`src/rtl/input_debouncer.sv`:
```
// Purpose: synchronise raw switch/button inputs, reject contact bounce, publish level + rise/fall strobes.
// Latency: a raw change captured at edge E0 appears on level/rise/fall at edge E1+STABLE_CYCLES.
// Backpressure: none; strobes are single-cycle pulses for an edge-driven consumer.
module input_debouncer #(
    parameter int               WIDTH         = 4,
    parameter int               STABLE_CYCLES = 1_000_000,
    parameter logic [WIDTH-1:0] INIT_LEVEL    = '0,
    parameter int               CNT_W         = $clog2(STABLE_CYCLES)
) (
    input  logic             clk,
    input  logic             rst_n,
    input  logic [WIDTH-1:0] raw_in,
    output logic [WIDTH-1:0] level,
    output logic [WIDTH-1:0] rise,
    output logic [WIDTH-1:0] fall
);

    // Terminal count: a level must be seen differing on this many consecutive edges.
    localparam logic [CNT_W-1:0] CNT_MAX = CNT_W'(STABLE_CYCLES - 1);

    logic [WIDTH-1:0]             sync1_q, sync1_d;
    logic [WIDTH-1:0]             sync2_q, sync2_d;
    logic [WIDTH-1:0]             level_q, level_d;
    logic [WIDTH-1:0]             rise_q,  rise_d;
    logic [WIDTH-1:0]             fall_q,  fall_d;
    logic [WIDTH-1:0][CNT_W-1:0]  cnt_q,   cnt_d;

    // Next-state: synchroniser shift, per-channel stable/pending counting, strobe generation.
    // A channel is "stable" when its synchronised input matches level and "pending" otherwise;
    // any return to the old level during pending throws away the accumulated count.
    always_comb begin
        sync1_d = raw_in;
        sync2_d = sync1_q;
        level_d = level_q;
        rise_d  = '0;
        fall_d  = '0;
        cnt_d   = cnt_q;
        if (!rst_n) begin
            // Reset wins over everything, including a count in progress.
            sync1_d = INIT_LEVEL;
            sync2_d = INIT_LEVEL;
            level_d = INIT_LEVEL;
            cnt_d   = '0;
        end else begin
            for (int i = 0; i < WIDTH; i++) begin
                if (sync2_q[i] == level_q[i]) begin
                    cnt_d[i] = '0;
                end else if (cnt_q[i] == CNT_MAX) begin
                    level_d[i] = sync2_q[i];
                    cnt_d[i]   = '0;
                    rise_d[i]  = sync2_q[i];
                    fall_d[i]  = ~sync2_q[i];
                end else begin
                    cnt_d[i] = cnt_q[i] + 1'b1;
                end
            end
        end
    end

    // State registers; reset is applied through the _d path so it is synchronous.
    always_ff @(posedge clk) begin
        sync1_q <= sync1_d;
        sync2_q <= sync2_d;
        level_q <= level_d;
        rise_q  <= rise_d;
        fall_q  <= fall_d;
        cnt_q   <= cnt_d;
    end

    assign level = level_q;
    assign rise  = rise_q;
    assign fall  = fall_q;

endmodule

```
`config.mk`:
```
export PLATFORM = sky130hd
export DESIGN_NAME = input_debouncer
export DESIGN_NICKNAME = d
export VERILOG_FILES = /design/src/rtl/input_debouncer.sv
export SDC_FILE = /design/constraint.sdc
export NUM_CORES = 1
export LEC_CHECK = 0
export CAP_MARGIN = 25
export CORE_ASPECT_RATIO = 1.75
export CORE_MARGIN = 8
export CORE_UTILIZATION = 55
export DETAILED_ROUTE_END_ITERATION = 8
export PLACE_DENSITY = 0.8
export SLEW_MARGIN = 20
export SYNTH_ARGS = -nofsm -noshare
export SYNTH_HDL_FRONTEND = slang
export SYNTH_SLANG_ARGS = --single-unit
```
`constraint.sdc`:
```
create_clock -name clk -period 6.3 [get_ports clk]
set_clock_uncertainty 0.05 [all_clocks]
set_input_delay 0.63 -clock clk [delete_from_list [all_inputs] [get_ports clk]]
set_output_delay 0.63 -clock clk [all_outputs]
set_load 0.03 [all_outputs]
```
### Yosys cells after proc, flatten, opt, wreduce, memory -nomap -nowiden

Cells that the tools add are included.
Widths: inputs -> output; s select.

* register bits: 100
* word-level logic and storage cells: 55

* eq/ne operators: 8
* bitwise logic cells: 13
* reductions and logical operators: 12
* $add $sub $neg: 4

Operators with widths (number)
* $add 20x1->20 const B: 4
* $eq 20x20->1 const B: 4
* $reduce_or 3->1: 8
* $not 1->1: 13
* $reduce_and 2->1: 4
* $eq 1x1->1: 4

### Depth between registers and ports, before layout

Gate-level depths: netlist of the first run.

* word-level depth: 3
* mapped depth: 7
* mapped depth without buffers: 5

### Worst setup path before layout of the first run

No wires, ideal clock.

* path kind: flip-flop to flip-flop
* start point: register cnt_q[48] (netlist name)
* end point: register cnt_q[48] (netlist name)
* stages on the path, launching flop included: 7
* path slack: 4.283 ns
* clock period less this slack: 2.017 ns
* data arrival time: 1.852 ns
* data required time: 6.135 ns
* cells stage by stage: dfxtp_1 > buf_2 > or4b_1 > or4_1 > o21ai_2 > buf_4 > nor2_1

* word-level cells in the longest chain between the ends: 2

RTL lines
* from (decl): line 26 `logic [WIDTH-1:0][CNT_W-1:0] cnt_q, cnt_d;`
* from (signal assigned): line 67 `cnt_q <= cnt_d;`
* parallel branches: the longest is 2 deep, another holds $add 20x1->20

Several ways; the timed one is not identified.
A chain may end at the register's enable or synchronous reset.

### Worst setup path in the final report of the first run

* start point: register cnt_q[53] (netlist name)
* end point: register cnt_q[49] (netlist name)

* word-level cells in the longest chain between the ends: 2

RTL lines
* $eq 20x20->1: line 48 `end else if (cnt_q[i] == CNT_MAX) begin`
* $reduce_or 3->1 (no line)

Every way passes these cells.

==> results of run 1 <==
==> final cells by class <==
cell class	count	area share [%]
Tap cell	88	2.27
Clock inverter	4	0.982
Timing Repair Buffer	19	3.83
Clock buffer	12	5.30
Inverter	17	1.32
Multi-Input combinational cell	354	44.9
Sequential cell	100	41.4
==> path summary, 6_finish.rpt <==
path | startpoint | endpoint | slack (ps) | depth (start not counted)
min reg2reg | sync1_q[1]$_SDFF_PN0_ | sync2_q[1]$_SDFF_PN0_ | 380 | 1
max reg2reg | cnt_q[53]$_SDFF_PP0_ | cnt_q[49]$_SDFF_PP0_ | 3980 | 4
max | cnt_q[53]$_SDFF_PP0_ | cnt_q[49]$_SDFF_PP0_ | 3980 | 4
min | sync1_q[1]$_SDFF_PN0_ | sync2_q[1]$_SDFF_PN0_ | 380 | 1
==> layout by cell type (no fill, tap or decap), types with 2 or more instances in the layout <==
| cell | instances |
|---|---|
| or4_1 | 17 |
| and4_1 | 10 |
| clkbuf_16 | 9 |
| o21ai_0 | 16 |
| o211ai_1 | 2 |
| o31ai_1 | 12 |
| and2_1 | 11 |
| inv_1 | 17 |
| nor2_1 | 59 |
| buf_4 | 2 |
| nor3_1 | 12 |
| a21oi_1 | 28 |
| dfxtp_1 | 100 |
| or4b_1 | 2 |
| or3_1 | 14 |
| clkbuf_8 | 2 |
| clkinv_2 | 2 |
| xnor2_1 | 26 |
| xor2_1 | 26 |
| nor4b_1 | 7 |
| ha_1 | 4 |
| nor4_1 | 10 |
| clkdlybuf4s50_1 | 17 |
| nand3_1 | 27 |
| nor3b_1 | 2 |
| or2_2 | 3 |
| and3_1 | 6 |
| nand2_1 | 30 |
| nand4_1 | 19 |
==> power by group through the flow <==
stage	Combinational [mW]	Clock [mW]	Sequential, mW
floorplan	0.00836	0	0.651
global placement	0.0139	0	0.651
detailed placement	0.0141	0	0.651
CTS	0.0142	0.567	0.637
global route	0.0159	0.592	0.637
finish	0.0142	0.554	0.637
==> through the flow <==
| stage | utilization [%] | instance area (um^2) | cells | worst slack, ps | total power, mW |
|---|---|---|---|---|---|
| 2_1_floorplan | - | 4300 | 485 | 4280 | 0.659 |
| 3_3_place_gp | 60.0 | 4540 | 578 | 4060 | 0.665 |
| 3_5_place_dp | 60.0 | 4540 | 578 | 3960 | 0.666 |
| 4_1_cts | 64.0 | 4840 | 594 | 3990 | 1.22 |
| 5_1_grt | 64.0 | 4840 | 594 | 3890 | 1.24 |
| 6_report | 64.0 | 4840 | 594 | 3980 | 1.21 |
==> sequential cells by signal, summed over array words and instances (netlist names) <==
register	flops
cnt_q	80
fall	4
level	4
rise	4
sync1_q	4
sync2_q	4
==> synthesized netlist by cell type, drive strengths merged <==
cell type	instances	area (um^2)
or4b	3	30.0
nand4b	1	8.76
or2	4	25.0
or4	17	128
nor4	10	62.6
and2	11	68.8
or3	15	95.1
o21ai	17	88.8
nand4	20	140
nor3b	2	15.0
xor2	26	228
nor3	12	60.1
nor4b	7	61.3
ha	4	50.1
inv	17	63.8
buf	4	22.5
or3b	1	8.76
dfxtp	100	2000
a21oi	28	140
and4	11	97.6
o211ai	2	15.0
nor4bb	1	10.0
nor2	59	221
and3	7	45.1
nand2	30	113
o21bai	1	11.3
nand3	27	135
xnor2	26	228
clkbuf	10	37.5
o31ai	12	90.1
==> metal layers <==
metal	vias up	part of all wire, %
met2	58	52
met4	0	3.1
li1	1759	-
met1	1667	42
met3	21	3.1
met5	-	0
==> worst reg2reg max path, cell delays in order (launching register included) <==
cell and delay [ps]:
dfxtp_1 350, or4b_1 570, or4_1 530, o21ai_2 580, nor2_1 110
==> cells by family (layout without fill, tap and decap cells) <==
kind of cell,Yosys count,count (layout),share of synthesized area (%)
fa+ha+maj,4,4,1.16
buf+inv,31,52,2.88
compound gates,60,60,8.03
simple gates,238,238,30.8
flops,100,100,46.5
xor+xnor,52,52,10.6
==> metrics.md, run 1 <==
| Metric | Value |
|---|---|
| Status | `completed` |
| Synth unique cells | `38` |
| CP endpoint kind | `register` |
| Reg power frac | `52.9%` |
| Final GP Congestion | `0.843` |
| CTS Buf Count | `9` |
| Post-detail-place hpwl | `6.01 mm` |
| Slowest stage delay, CP | `580 ps` |
| CP required | `6460 ps` |
| Pin count of the biggest net entering global routing | `21` |
| Cell Chain, Critical Path | `or4b_1 -> or4_1 -> o21ai_2 -> nor2_1` |
| Fin crit share | `36.9%` |
| Core box area | `7570 um^2` |
| Register area share after synthesis | `46.5%` |
| Fraction of layout cells with a size suffix above 1 | `5.53%` |
| Startpoint types | `register` |
| H-tree level count | `3` |
| Setup Buffers After CTS | `0` |
| Via count | `3505` |
| Syn_nets | `495` |
| Clk_lat worst skew | `340 ps` |
| Comb pwr share | `1.2%` |
| Root buf cell | `clkbuf_16` |
| Ant. Diodes | `0` |
| Seq. cell area | `2000 um^2` |
| Max-cap violation count | `0` |
| Initial Util | `56.8%` |
| Via density | `5.90` |
| Final setup TNS | `0 ps` |
| Lkg Pwr | `1.45 nW` |
| Relative slew slack | `49.1%` |
| Crit path time final | `2320 ps` |
| Worst slew pin tran | `763 ps` |
| Initial drt markers | `285` |
| Met3 Usage GRT | `3.32%` |
| I/O Pins | `18` |
| DRT Pass-1 Iters | `4` |
| Footprint of the multi-input gates | `2180 um^2` |
| #FFs+latches synth | `100` |
| Average wire per standard cell | `14.4 um` |
| Crit Path Category | `register to register` |
| Cells after Synth | `485` |
| DRC viols | `0` |
| Global-route wire length before repair | `14.8 mm` |
| All-layer global routing usage | `15.8%` |
| Fillcell total | `654` |
| Die Span Y | `133 um` |
| Die area | `11000 um^2` |
| Largest delay contributor family on the critical path | `simple AND/OR/NAND/NOR gates` |
| VDD IR max | `0.186 mV` |
| Hold WS | `383 ps` |
| Hold Violations, Final | `0` |
| CP max stage cell | `o21ai_2` |
| Cts hold-fix bufs | `0` |
| GRT met1 Usage | `16.1%` |
| Switching part of the total | `19.6%` |
| Unrepaired setup endpoints after global routing | `false` |
| Class of the worst hold path | `register to register` |
| Switching Power | `0.236 mW` |
| Remaining global-route overflow | `0` |
| Final setup violating endpoints | `0` |
| Worst EP arrival | `2480 ps` |
| Row Count | `42` |
| Synth warn | `0` |
| Area delta synth->final | `12.5%` |
| Pwr dens | `249 nW/um^2` |
| Layout Nets | `511` |
| Worst Path Max Fanout | `17` |
| PortBufs | `17` |
| Vias in the first global route | `3419` |
| Die width | `82.9 um` |
| Mapped cell area | `4300 um^2` |
| Bufs and invs on worst path | `0` |
| Achievable Freq | `430 MHz` |
| Post-CTS sizing | `0` |
| Clock transition at path regs | `60 ps` |
| Antenna Violating Nets Remaining | `0` |
| Initial antenna violation count | `0` |
| Met2 usage | `28.4%` |
| Clk network pwr share | `45.9%` |
| Final WL | `8.54 mm` |
| Pins Over Slew Limit | `0` |
| Synthesized area per cell | `8.87 um^2` |
| CTS tree | `done` |
| Busiest grt layer | `met2` |
| Clock tree sinks | `100` |
| Clock Tree Buf Depth | `2` |
| Int Power | `0.969 mW` |
(Power assumes the default switching activity.)
==> run 2, diff against run 1 <==
- clock period: 6.3 -> 2.2 ns (I/O delays scaled with it)
==> run 2 against run 1 <==
  * Clock power rose to 2.9 times the previous value
  * Critical path depth unchanged
  * Fmax up 14%
  * Non-clock buffer count rose by 8
  * Largest power group unchanged
  * Core utilization grew 0.79 points
  * Highest routed layer unchanged
==> metrics.md, run 2 (same netlist as run 1, synthesis figures left out) <==
| Metric | Value |
|---|---|
| Status | `completed` |
| CTS tree | `done` |
| Ant. Diodes | `0` |
| Worst EP arrival | `2260 ps` |
| CP endpoint kind | `register` |
| Pins Over Slew Limit | `0` |
| Clock Tree Buf Depth | `2` |
| Class of the worst hold path | `register to register` |
| Initial antenna violation count | `0` |
| Die area | `11000 um^2` |
| Remaining global-route overflow | `0` |
| Final WL | `8.86 mm` |
| Initial Util | `56.8%` |
| H-tree level count | `3` |
| Unrepaired setup endpoints after global routing | `false` |
| Final GP Congestion | `0.841` |
| All-layer global routing usage | `16.3%` |
| Lkg Pwr | `1.49 nW` |
| Switching Power | `0.681 mW` |
| Worst slew pin tran | `554 ps` |
| Switching part of the total | `19.7%` |
| Die Span Y | `133 um` |
| I/O Pins | `18` |
| Post-CTS sizing | `0` |
| Most common cell after layout, fill and taps aside | `dfxtp_1` |
| Clock transition at path regs | `60 ps` |
| Fraction of layout cells with a size suffix above 1 | `7.00%` |
| Average wire per standard cell | `14.7 um` |
| Reg power frac | `52.8%` |
| Largest register by flop count | `cnt_q` |
| Global-route wire length before repair | `15.4 mm` |
| VDD IR max | `0.510 mV` |
| Via density | `5.91` |
| Relative slew slack | `62.6%` |
| Startpoint types | `register` |
| Core box area | `7570 um^2` |
| Area delta synth->final | `13.9%` |
| Hold WS | `391 ps` |
| Initial drt markers | `248` |
| Layout Nets | `519` |
| Achievable Freq | `490 MHz` |
| Clk_lat worst skew | `340 ps` |
| Comb pwr share | `1.3%` |
| PortBufs | `17` |
| Row Count | `42` |
| Max reg flops | `80` |
| Most frequent cells in the layout | `100 x dfxtp_1, 59 x nor2_1, 30 x nand2_1` |
| Die width | `82.9 um` |
| Clk network pwr share | `45.9%` |
| CTS Buf Count | `9` |
| Crit Path Category | `register to register` |
| Root buf cell | `clkbuf_16` |
| Antenna Violating Nets Remaining | `0` |
| Cts hold-fix bufs | `0` |
| CP required | `2420 ps` |
| DRC viols | `0` |
| Via count | `3559` |
| Final setup violating endpoints | `0` |
| Vias in the first global route | `3526` |
| Hold Path Stages | `1` |
| Crit path time final | `2040 ps` |
| Clock tree sinks | `100` |
| Post-detail-place hpwl | `6.45 mm` |
| Pwr dens | `706 nW/um^2` |
| Final setup TNS | `0 ps` |
| Hold Violations, Final | `0` |
| DRT Pass-1 Iters | `4` |
| Setup Buffers After CTS | `0` |
| FF-to-FF path depth | `4` |
| Max-cap violation count | `0` |
| Final setup margin | `160 ps` |
| Pin count of the biggest net entering global routing | `21` |
| Int Power | `2.78 mW` |
| Fin crit share | `92.7%` |
| Pre-CTS setup slack | `168 ps` |
| Worst Path Max Fanout | `7` |
run 2: per-stage QoR:
stage / power, mW / utilization, % / area, um^2 / instances
floorplan: 1.89 / - / 4300 / 485
global placement: 1.91 / 60.7 / 4600 / 586
detailed placement: 1.91 / 60.7 / 4600 / 586
CTS: 3.49 / 64.8 / 4900 / 602
global route: 3.56 / 64.8 / 4900 / 602
finish: 3.46 / 64.8 / 4900 / 602
run 2: power by group through the flow:
stage               registers (mW)  logic, mW  clock network, mW
floorplan                     1.86     0.0239                  0
global placement              1.87     0.0443                  0
detailed placement            1.87     0.0454                  0
CTS                           1.82     0.0456               1.62
global route                  1.82     0.0505               1.69
finish                        1.83     0.0450               1.59
run 2: path summary, 6_finish.rpt:
kind | from | to | slack (ps)
hold / removal | sync1_q[2]$_SDFF_PN0_ | sync2_q[2]$_SDFF_PN0_ | 390
setup reg to reg | cnt_q[63]$_SDFF_PP0_ | cnt_q[78]$_SDFF_PP0_ | 160
hold reg to reg | sync1_q[2]$_SDFF_PN0_ | sync2_q[2]$_SDFF_PN0_ | 390
setup / recovery | cnt_q[63]$_SDFF_PP0_ | cnt_q[78]$_SDFF_PP0_ | 160
run 2: per-layer routing:
metal	track usage, %	wire, um	share of wire, %	up-vias
li1	-	-	-	1777
met1	16.4	3610	41	1699
met2	30.0	4770	54	64
met3	3.44	277	3.1	19
met4	9.04	190	2.1	0
met5	0	0	0	-
run 2: final cells by class:
| cell class | instances | area (um^2) |
|---|---|---|
| multi-input cells | 354 | 2180 |
| repair buffers | 27 | 245 |
| fillers | 627 | 2670 |
| well taps | 88 | 110 |
| flip-flops and latches | 100 | 2000 |
| clock inverters | 4 | 47.5 |
| inverters | 17 | 63.8 |
| clock buffers | 12 | 256 |
run 2: worst max-delay path: stages (launching register included):
cell	delay [ps]
dfxtp_1	430
nand4_4	160
or4_1	680
or4_1	500
a21oi_1	140
